File: src/rtl/alu_mc.sv
// Multi-cycle ALU with valid/ready handshakes, iterative multiply and optional restoring divide.
// Define ALU_DIV_EN to build the divider (DIVU/REMU); otherwise those opcodes decode as illegal.
module alu_mc #(
  parameter int unsigned WIDTH = 16
) (
  input  logic             clk,
  input  logic             rst,
  input  logic             in_valid,
  output logic             in_ready,
  input  logic [3:0]       ALU_Control,
  input  logic [WIDTH-1:0] data_1,
  input  logic [WIDTH-1:0] data_2,
  output logic             out_valid,
  input  logic             out_ready,
  output logic [WIDTH-1:0] ALU_Result,
  output logic             Zero,
  output logic             Carry,
  output logic             Overflow,
  output logic             DivZero,
  output logic             Illegal
);

  localparam int unsigned CntW = $clog2(WIDTH);

  localparam logic [3:0] OpAdd   = 4'b0000;
  localparam logic [3:0] OpSub   = 4'b0001;
  localparam logic [3:0] OpLnot  = 4'b0010;
  localparam logic [3:0] OpShl   = 4'b0011;
  localparam logic [3:0] OpShr   = 4'b0100;
  localparam logic [3:0] OpAnd   = 4'b0101;
  localparam logic [3:0] OpOr    = 4'b0110;
  localparam logic [3:0] OpSltu  = 4'b0111;
  localparam logic [3:0] OpMul   = 4'b1000;
  localparam logic [3:0] OpMulhu = 4'b1001;
`ifdef ALU_DIV_EN
  localparam logic [3:0] OpDivu  = 4'b1010;
  localparam logic [3:0] OpRemu  = 4'b1011;
`endif

  typedef enum logic [1:0] {StIdle, StMul, StDiv, StDone} state_e;

  state_e               state_q, state_d;
  logic [3:0]           op_q, op_d;
  logic [2*WIDTH-1:0]   mcand_q, mcand_d;
  logic [WIDTH-1:0]     b_q, b_d;
  // MUL: running product. DIV: {partial remainder, dividend shifting into quotient}.
  logic [2*WIDTH-1:0]   acc_q, acc_d;
  logic [CntW-1:0]      cnt_q, cnt_d;
  logic [WIDTH-1:0]     res_q, res_d;
  logic                 zero_q, zero_d;
  logic                 carry_q, carry_d;
  logic                 ovf_q, ovf_d;
  logic                 dz_q, dz_d;
  logic                 ill_q, ill_d;

  logic [WIDTH:0]       sum_ext, diff_ext;
  logic                 big_shift;
  logic                 last_step;

  assign sum_ext   = {1'b0, data_1} + {1'b0, data_2};
  assign diff_ext  = {1'b0, data_1} - {1'b0, data_2};
  assign big_shift = data_2 >= WIDTH'(WIDTH);
  assign last_step = cnt_q == CntW'(WIDTH - 1);

`ifdef ALU_DIV_EN
  logic [WIDTH:0]       rem_sh, rem_trial;
  logic [WIDTH-1:0]     rem_next;
  logic                 q_bit;

  assign rem_sh    = {acc_q[2*WIDTH-1:WIDTH], acc_q[WIDTH-1]};
  assign rem_trial = rem_sh - {1'b0, b_q};
  assign q_bit     = ~rem_trial[WIDTH];
  assign rem_next  = q_bit ? rem_trial[WIDTH-1:0] : rem_sh[WIDTH-1:0];
`endif

  always_comb begin
    state_d = state_q;
    op_d    = op_q;
    mcand_d = mcand_q;
    b_d     = b_q;
    acc_d   = acc_q;
    cnt_d   = cnt_q;
    res_d   = res_q;
    zero_d  = zero_q;
    carry_d = carry_q;
    ovf_d   = ovf_q;
    dz_d    = dz_q;
    ill_d   = ill_q;

    unique case (state_q)
      StIdle: begin
        if (in_valid) begin
          op_d    = ALU_Control;
          carry_d = 1'b0;
          ovf_d   = 1'b0;
          dz_d    = 1'b0;
          ill_d   = 1'b0;
          state_d = StDone;
          case (ALU_Control)
            OpAdd: begin
              res_d   = sum_ext[WIDTH-1:0];
              carry_d = sum_ext[WIDTH];
              ovf_d   = (data_1[WIDTH-1] == data_2[WIDTH-1]) &&
                        (sum_ext[WIDTH-1] != data_1[WIDTH-1]);
            end
            OpSub: begin
              res_d   = diff_ext[WIDTH-1:0];
              carry_d = diff_ext[WIDTH];
              ovf_d   = (data_1[WIDTH-1] != data_2[WIDTH-1]) &&
                        (diff_ext[WIDTH-1] != data_1[WIDTH-1]);
            end
            OpLnot:  res_d = {{(WIDTH-1){1'b0}}, data_1 == '0};
            OpShl:   res_d = big_shift ? '0 : data_1 << data_2;
            OpShr:   res_d = big_shift ? '0 : data_1 >> data_2;
            OpAnd:   res_d = data_1 & data_2;
            OpOr:    res_d = data_1 | data_2;
            OpSltu:  res_d = {{(WIDTH-1){1'b0}}, diff_ext[WIDTH]};
            OpMul, OpMulhu: begin
              mcand_d = {{WIDTH{1'b0}}, data_1};
              b_d     = data_2;
              acc_d   = '0;
              cnt_d   = '0;
              state_d = StMul;
            end
`ifdef ALU_DIV_EN
            OpDivu, OpRemu: begin
              if (data_2 == '0) begin
                res_d = (ALU_Control == OpDivu) ? '1 : data_1;
                dz_d  = 1'b1;
              end else begin
                acc_d   = {{WIDTH{1'b0}}, data_1};
                b_d     = data_2;
                cnt_d   = '0;
                state_d = StDiv;
              end
            end
`endif
            default: begin
              res_d = '0;
              ill_d = 1'b1;
            end
          endcase
        end
      end
      StMul: begin
        acc_d   = acc_q + (b_q[0] ? mcand_q : '0);
        mcand_d = mcand_q << 1;
        b_d     = b_q >> 1;
        cnt_d   = cnt_q + 1'b1;
        if (last_step) begin
          res_d   = (op_q == OpMulhu) ? acc_d[2*WIDTH-1:WIDTH] : acc_d[WIDTH-1:0];
          state_d = StDone;
        end
      end
`ifdef ALU_DIV_EN
      StDiv: begin
        acc_d = {rem_next, acc_q[WIDTH-2:0], q_bit};
        cnt_d = cnt_q + 1'b1;
        if (last_step) begin
          res_d   = (op_q == OpDivu) ? acc_d[WIDTH-1:0] : acc_d[2*WIDTH-1:WIDTH];
          state_d = StDone;
        end
      end
`endif
      StDone: begin
        if (out_ready) state_d = StIdle;
      end
      default: state_d = StIdle;
    endcase

    // Zero tracks the result only when a new result is committed, so reset leaves it at 0.
    if (state_d == StDone && state_q != StDone) zero_d = (res_d == '0);
  end

  always_ff @(posedge clk or posedge rst) begin
    if (rst) begin
      state_q <= StIdle;
      op_q    <= '0;
      mcand_q <= '0;
      b_q     <= '0;
      acc_q   <= '0;
      cnt_q   <= '0;
      res_q   <= '0;
      zero_q  <= 1'b0;
      carry_q <= 1'b0;
      ovf_q   <= 1'b0;
      dz_q    <= 1'b0;
      ill_q   <= 1'b0;
    end else begin
      state_q <= state_d;
      op_q    <= op_d;
      mcand_q <= mcand_d;
      b_q     <= b_d;
      acc_q   <= acc_d;
      cnt_q   <= cnt_d;
      res_q   <= res_d;
      zero_q  <= zero_d;
      carry_q <= carry_d;
      ovf_q   <= ovf_d;
      dz_q    <= dz_d;
      ill_q   <= ill_d;
    end
  end

  assign in_ready   = (state_q == StIdle);
  assign out_valid  = (state_q == StDone);
  assign ALU_Result = res_q;
  assign Zero       = zero_q;
  assign Carry      = carry_q;
  assign Overflow   = ovf_q;
  assign DivZero    = dz_q;
  assign Illegal    = ill_q;

endmodule

File: config.mk
export PLATFORM = sky130hd
export DESIGN_NAME = alu_mc
export DESIGN_NICKNAME = d
export VERILOG_FILES = /design/src/rtl/alu_mc.sv
export SDC_FILE = /design/constraint.sdc
export NUM_CORES = 1
export LEC_CHECK = 0
export CORE_MARGIN = 3
export CORE_UTILIZATION = 60
export CTS_CLUSTER_SIZE = 12
export DETAILED_ROUTE_END_ITERATION = 16
export HOLD_SLACK_MARGIN = 0.12
export PLACE_DENSITY_LB_ADDON = 0.15
export SYNTH_ARGS = -nofsm -noshare
export SYNTH_HDL_FRONTEND = slang
export SYNTH_SLANG_ARGS = --single-unit
File: constraint.sdc
create_clock -name clk -period 11.21 [get_ports clk]
set_input_delay 2.242 -clock clk [delete_from_list [all_inputs] [get_ports clk]]
set_output_delay 2.242 -clock clk [all_outputs]
set_load 0.02 [all_outputs]
==> Word-level counts from Yosys, hierarchy flattened <==
Index checks and enable logic that the tools add are counted.
{ "op_classes": {"add_sub_neg": 4, "magnitude_cmp": 1, "eq_ne": 21, "shift": 2, "mux": 28, "n_bitwise": 2, "n_reduce_logical": 12} }
{ "op_table": {"columns": ["cell", "count"], "rows": [
  ["32-bit two-way mux", 5],
  ["16-bit case mux with 9 select lines", 1],
  ["32-bit case mux with 2 select lines", 2],
  ["16-bit two-way mux", 7],
  ["16-bit case mux with 2 select lines", 2],
  ["32-bit adder", 1],
  ["16-bit logical NOT", 2],
  ["16-bit by 16-bit adder with 17-bit output", 1],
  ["16-bit by 16-bit subtractor with 17-bit output", 1],
  ["16-bit AND", 1],
  ["4-bit by 3-bit equality test with 1-bit output, second input constant", 4],
  ["4-bit equality test, second input constant", 4],
  ["16-bit by 5-bit greater-or-equal comparator with 1-bit output, second input constant", 1],
  ["16-bit bitwise OR", 1],
  ["16-bit by 16-bit << shifter with 16-bit output", 1],
  ["16-bit by 16-bit right shift with 16-bit output", 1],
  ["10-bit OR reduction", 1],
  ["4-bit by 2-bit equality test with 1-bit output, second input constant", 2],
  ["2-bit two-way mux", 4],
  ["4-bit two-way mux", 2],
  ["4-bit case mux with 2 select lines", 1],
  ["2-bit case mux with 3 select lines", 1],
  ["4-bit by 1-bit adder with 4-bit output, second input constant", 1],
  ["2-bit equality test, second input constant", 2],
  ["other kinds (15)", 21]
]} }
{ "word_totals": {"ff_bits": 110, "out_inout_bits": 23} }

==> Logic depth before layout (Yosys ltp) <==
{ "logic_depth": {"depth_word": 7, "mapped_depth": 14} }

==> Least setup slack after synthesis <==
Ideal clock, no wire load.
{ "synth_timing": {"path_kind": "input to register", "startpoint": "in data_2[3]", "endpoint": "reg zero_q, in the netlist Zero", "setup_ns": 0.095, "t_arrival_ns": 5.513, "t_required_ns": 11.115, "setup_slack_ns": 5.602, "cell_stages": 14, "path_buffers": 2, "cell_sequence": "clkbuf_1 > clkinv_1 > ha_1 > buf_2 > and2_1 > a221o_1 > a211o_1 > a31o_1 > and3_1 > o32ai_2 > o32a_1 > and4bb_1 > or4b_1 > o31ai_1"} }
{ "synth_via": {"elab_chain_len": 6, "word_cells_on_any_way": 13, "cone_classes": "add/sub (2); order compare (1); shift (2); mux (5); bitwise (2); reduce/logical (1)"} }
{ "synth_lines": {"columns": ["element", "line_no", "source"], "rows": [
  ["start: declaration", "12", "input logic [WIDTH-1:0] data_2,"],
  ["16-bit by 5-bit greater-or-equal comparator with 1-bit output, or another cell as far along", "62", "assign big_shift = data_2 >= WIDTH'(WIDTH);"],
  ["16-bit two-way mux (on tied branches)", "114, 113", null],
  ["16-bit case mux with 9 select lines (*)", "99", "case (ALU_Control)"],
  ["16-bit two-way mux (*)", "92", "if (in_valid) begin"],
  ["16-bit case mux with 2 select lines (*)", "90", "unique case (state_q)"],
  ["16-bit logical NOT (*)", "172", "if (state_d == StDone && state_q != StDone) zero_d = (res_d == '0);"],
  ["end signal: assignment", "197", "zero_q <= zero_d;"],
  ["end: declaration", "50", "logic zero_q, zero_d;"]
]} }
Mark *: on every way between the ends. The rest lies on a longest branch, timed or not.
A chain may end at the register's enable or synchronous reset.

==> Worst setup path after layout <==
{ "layout_timing": {"startpoint": "in data_2[2]", "endpoint": "reg zero_q, in the netlist Zero"} }
{ "layout_via": {"elab_chain_len": 6, "word_cells_on_any_way": 13, "cone_classes": "add/sub (2); order compare (1); shift (2); mux (5); bitwise (2); reduce/logical (1)"} }
{ "layout_lines": {"columns": ["element", "line_no", "source"], "rows": [
  ["16-bit by 5-bit greater-or-equal comparator with 1-bit output, or another cell as far along", "62", null],
  ["16-bit two-way mux (on tied branches)", "114, 113", null],
  ["16-bit case mux with 9 select lines (*)", "99", null],
  ["16-bit two-way mux (*)", "92", null],
  ["16-bit case mux with 2 select lines (*)", "90", null],
  ["net res_d[7]", "49", "logic [WIDTH-1:0] res_q, res_d;"],
  ["16-bit logical NOT (*)", "172", null]
]} }
Mark *: on every way through the listed nets, which the timed path passes. The rest lies on a longest branch.

==> results_dict.tcl <==
set metrics [dict create \
    ios 63 \
    run_status "finished clean" \
    cts-buffers-inserted 9 \
    fmaxAchievable_ghz 0.149 \
    nFillCells 1442 \
    synth_flop_cell "dfrtp_1" \
    dieWidth_um 141 \
    clkTransAtPathRegs_ps 80 \
    hp-class "flip-flop to flip-flop" \
    wl_per_cell_um 24.9 \
    async_flop_share_pct 100 \
    ys_top_cells_by_area "dfrtp_1 (25%), ha_1 (9.1%), nor2_1 (4.5%), o21ai_0 (3.8%), nand2_1 (3.7%)" \
    synth_sequential_area_ratio_pct 25.0 \
    ctsLongestPathBuffers 2 \
    initial_utilization_pct 62.5 \
    drt-initial-drc-count 1335 \
    overall_die_area_mm2 0.0200 \
    yosysMostFrequentCell "nor2_1" \
    net_count_of_the_finished_layout 1467 \
    initial_antenna_violation_count 1 \
    root_buffer "clkbuf_16" \
    routabilityCongestion 1.04 \
    min_period_over_period_pct 60.0 \
    p_leak_nw 5.19 \
    setup_violations 0 \
    multi_input_area_mm2 0.00765 \
    synth_cells 1350 \
    numPortBuffers 61 \
    grt_remaining_overflow 0 \
    grt_max_degree 67 \
    synth-edff-count 0 \
    routed_wirelength_um 39200 \
    ff_latch_area_mm2 0.00275 \
    number_of_hold_slack_violations_in_the_final_timing_report 0 \
    crit_fanout 31 \
    critical_path.startpoint_type "input pin" \
    first_global_vias 10598 \
    totalPowerFinal_mw 3.28 \
    setup_tns_ps 0 \
    vdd_ir_drop_max_uv 301 \
    cp_data_required_time_ps 11480 \
    cts.hold.buffers_added 0 \
    clock_insertion_delay_worst_skew_ps 370 \
    n_antenna_cell 0 \
    p_per_area_mw_per_mm2 274 \
    ys_top_cells_by_count "nor2_1 (131), dfrtp_1 (110), nand2_1 (108)" \
    grt_pass1_wl_um 60500 \
    post-cts-setup-buffers 0 \
    vias 11292 \
    worst_pin_slew_ps 1140 \
    post_drt_via_cell_ratio 7.17 \
    startpoint_to_endpoint_class_of_the_critical_path "input pin to flip-flop" \
    post-route-drc-count 0 \
    dp_hpwl_um 29100 \
    timing.clock.skew_ps 12.6 \
    synth_nets 1473 \
    critPathArrivalTime_ps 7000 \
    die_span_y_um 141 \
    timing.slew.headroom_pct 23.1 \
    rsz_0062_raised_after_global_routing "no" \
    syn_area_per_cell_um2 8.15 \
    synthesis.yosys.warnings 0 \
    timing.final.crit_period_ps 6730 \
    area_growth_pct 9.06 \
    cts_tree "done" \
    hold-path-cell-count 2 \
    report.final.slew_viol_count 0 \
    cts.htree.levels 3 \
    post_synth_instance_area_mm2 0.0110 \
    clock_sink_count 110 \
    worst_setup_path_end_kind "flip-flop" \
    ys_types 85 \
    post_cts.resized_instances 0 \
    num_rows 48 \
    post_route_cells_drive_above_1_share_pct 6.30 \
    max_cap_violations 0 \
    yosysTopAreaCell "dfrtp_1" \
    ffs_latches_synth 110 \
    drt_first_pass_iters 6 \
    global_route.usage.total_pct 38.5 \
    rr_worst_depth 12 \
    route.antenna.remaining_nets 0 \
    synth_top_area_share_pct 25.0 \
    fp.coreArea_mm2 0.0176 \
]
==> final timing paths <==
kind | start | endpoint | slack, ps
setup / recovery | data_2[2] | Zero | 4480
hold / removal | Illegal | Illegal | 490
setup reg to reg | b_q[0] | Zero | 6620
hold reg to reg | Illegal | Illegal | 490
max in group asynchronous | rst | b_q[4] | 7610
min in group asynchronous | rst | mcand_q[28] | 2300
==> placed cells by master (no fill, tap or decap), types with 7 or more instances in the layout <==
cell / synthesis / final
nor2_1: 131 / 131
dfrtp_1: 110 / 110
nand2_1: 108 / 108
o21ai_0: 84 / 83
ha_1: 80 / 80
inv_1: 62 / 61
a21oi_1: 61 / 61
clkdlybuf4s50_1: 0 / 59
and2_1: 46 / 46
o22ai_1: 38 / 38
a22o_1: 37 / 37
a21o_1: 30 / 30
mux2i_1: 30 / 30
xnor2_1: 26 / 26
nor3_1: 25 / 25
o211ai_1: 22 / 22
buf_4: 1 / 22
nand3_1: 20 / 20
a211oi_1: 20 / 20
nand4_1: 19 / 19
a31oi_1: 18 / 17
nand2b_1: 16 / 15
mux4_2: 15 / 15
a221oi_1: 14 / 14
xor2_1: 14 / 14
and3_1: 13 / 13
o31ai_1: 12 / 12
nor2b_1: 11 / 10
a221o_1: 9 / 9
nor4_1: 9 / 9
clkbuf_16: 0 / 9
a22oi_1: 8 / 8
a211o_1: 8 / 8
or2_2: 7 / 7
nand3b_1: 7 / 7
mux2_2: 7 / 7
o21a_1: 7 / 7
o21bai_1: 7 / 7
or3_1: 7 / 7
==> power by group <==
group / switching, mW / internal, mW
sequential: 0.174 / 0.604
clock: 0.170 / 0.164
combinational: 1.32 / 0.848
==> logic make-up after synthesis <==
kind of cell | after synthesis | synth area share (%)
compound gates | 452 | 28.9
xor+xnor | 40 | 3.19
fa+ha+maj | 83 | 9.65
buf+inv | 165 | 5.90
flops | 110 | 25.0
mux | 55 | 7.23
other cells | 1 | 0.0341
simple gates | 444 | 20.0
==> registers in the layout, indices dropped and copies added, names as in the netlist <==
name and cells:
acc_q 32, op_q 4, state_q 2, Carry 1, Zero 1, Illegal 1, ALU_Result 16, cnt_q 4
mcand_q 32, b_q 16, Overflow 1
==> worst max-delay path, cell delays in order <==
cell and delay [ps]:
clkdlybuf4s50_1 450, buf_4 340, clkinv_1 600, ha_1 460, o311ai_0 960, a211oi_1 210
o31ai_1 270, a32oi_1 150, o32ai_1 260, nand2_1 100, and4bb_1 270, or4b_1 430
o31ai_1 240
==> stage by stage <==
stage | area [um2] | setup WS, ps | util, % | hold WS, ps | std cells
after floorplan | 11000 | 5600 | - | 450 | 1350
after global placement | 11700 | 4310 | 66.5 | 461 | 1558
after detailed placement | 11700 | 4230 | 66.5 | 477 | 1558
after CTS | 12000 | 4610 | 68.2 | 495 | 1574
after global routing | 12000 | 4300 | 68.2 | 519 | 1574
final | 12000 | 4480 | 68.2 | 489 | 1574
==> metal layers <==
layer  global-route usage [%]  vias up  routed length, um
met2                     58.2      716              17400
met3                     9.50      110               4480
met5                        0        -                  7
met4                     13.5        2               1470
li1                         -     5040                  -
met1                     54.2     5424              15900
==> layout make-up <==
class / count / share of cell area (%)
clock buffer: 10 / 1.99
clock inverter: 6 / 0.501
inverter: 65 / 2.05
multi-input combinational: 1075 / 63.8
sequential: 110 / 22.9
tap: 225 / 2.35
timing repair buffer: 83 / 6.38
(Power assumes the default switching activity.)
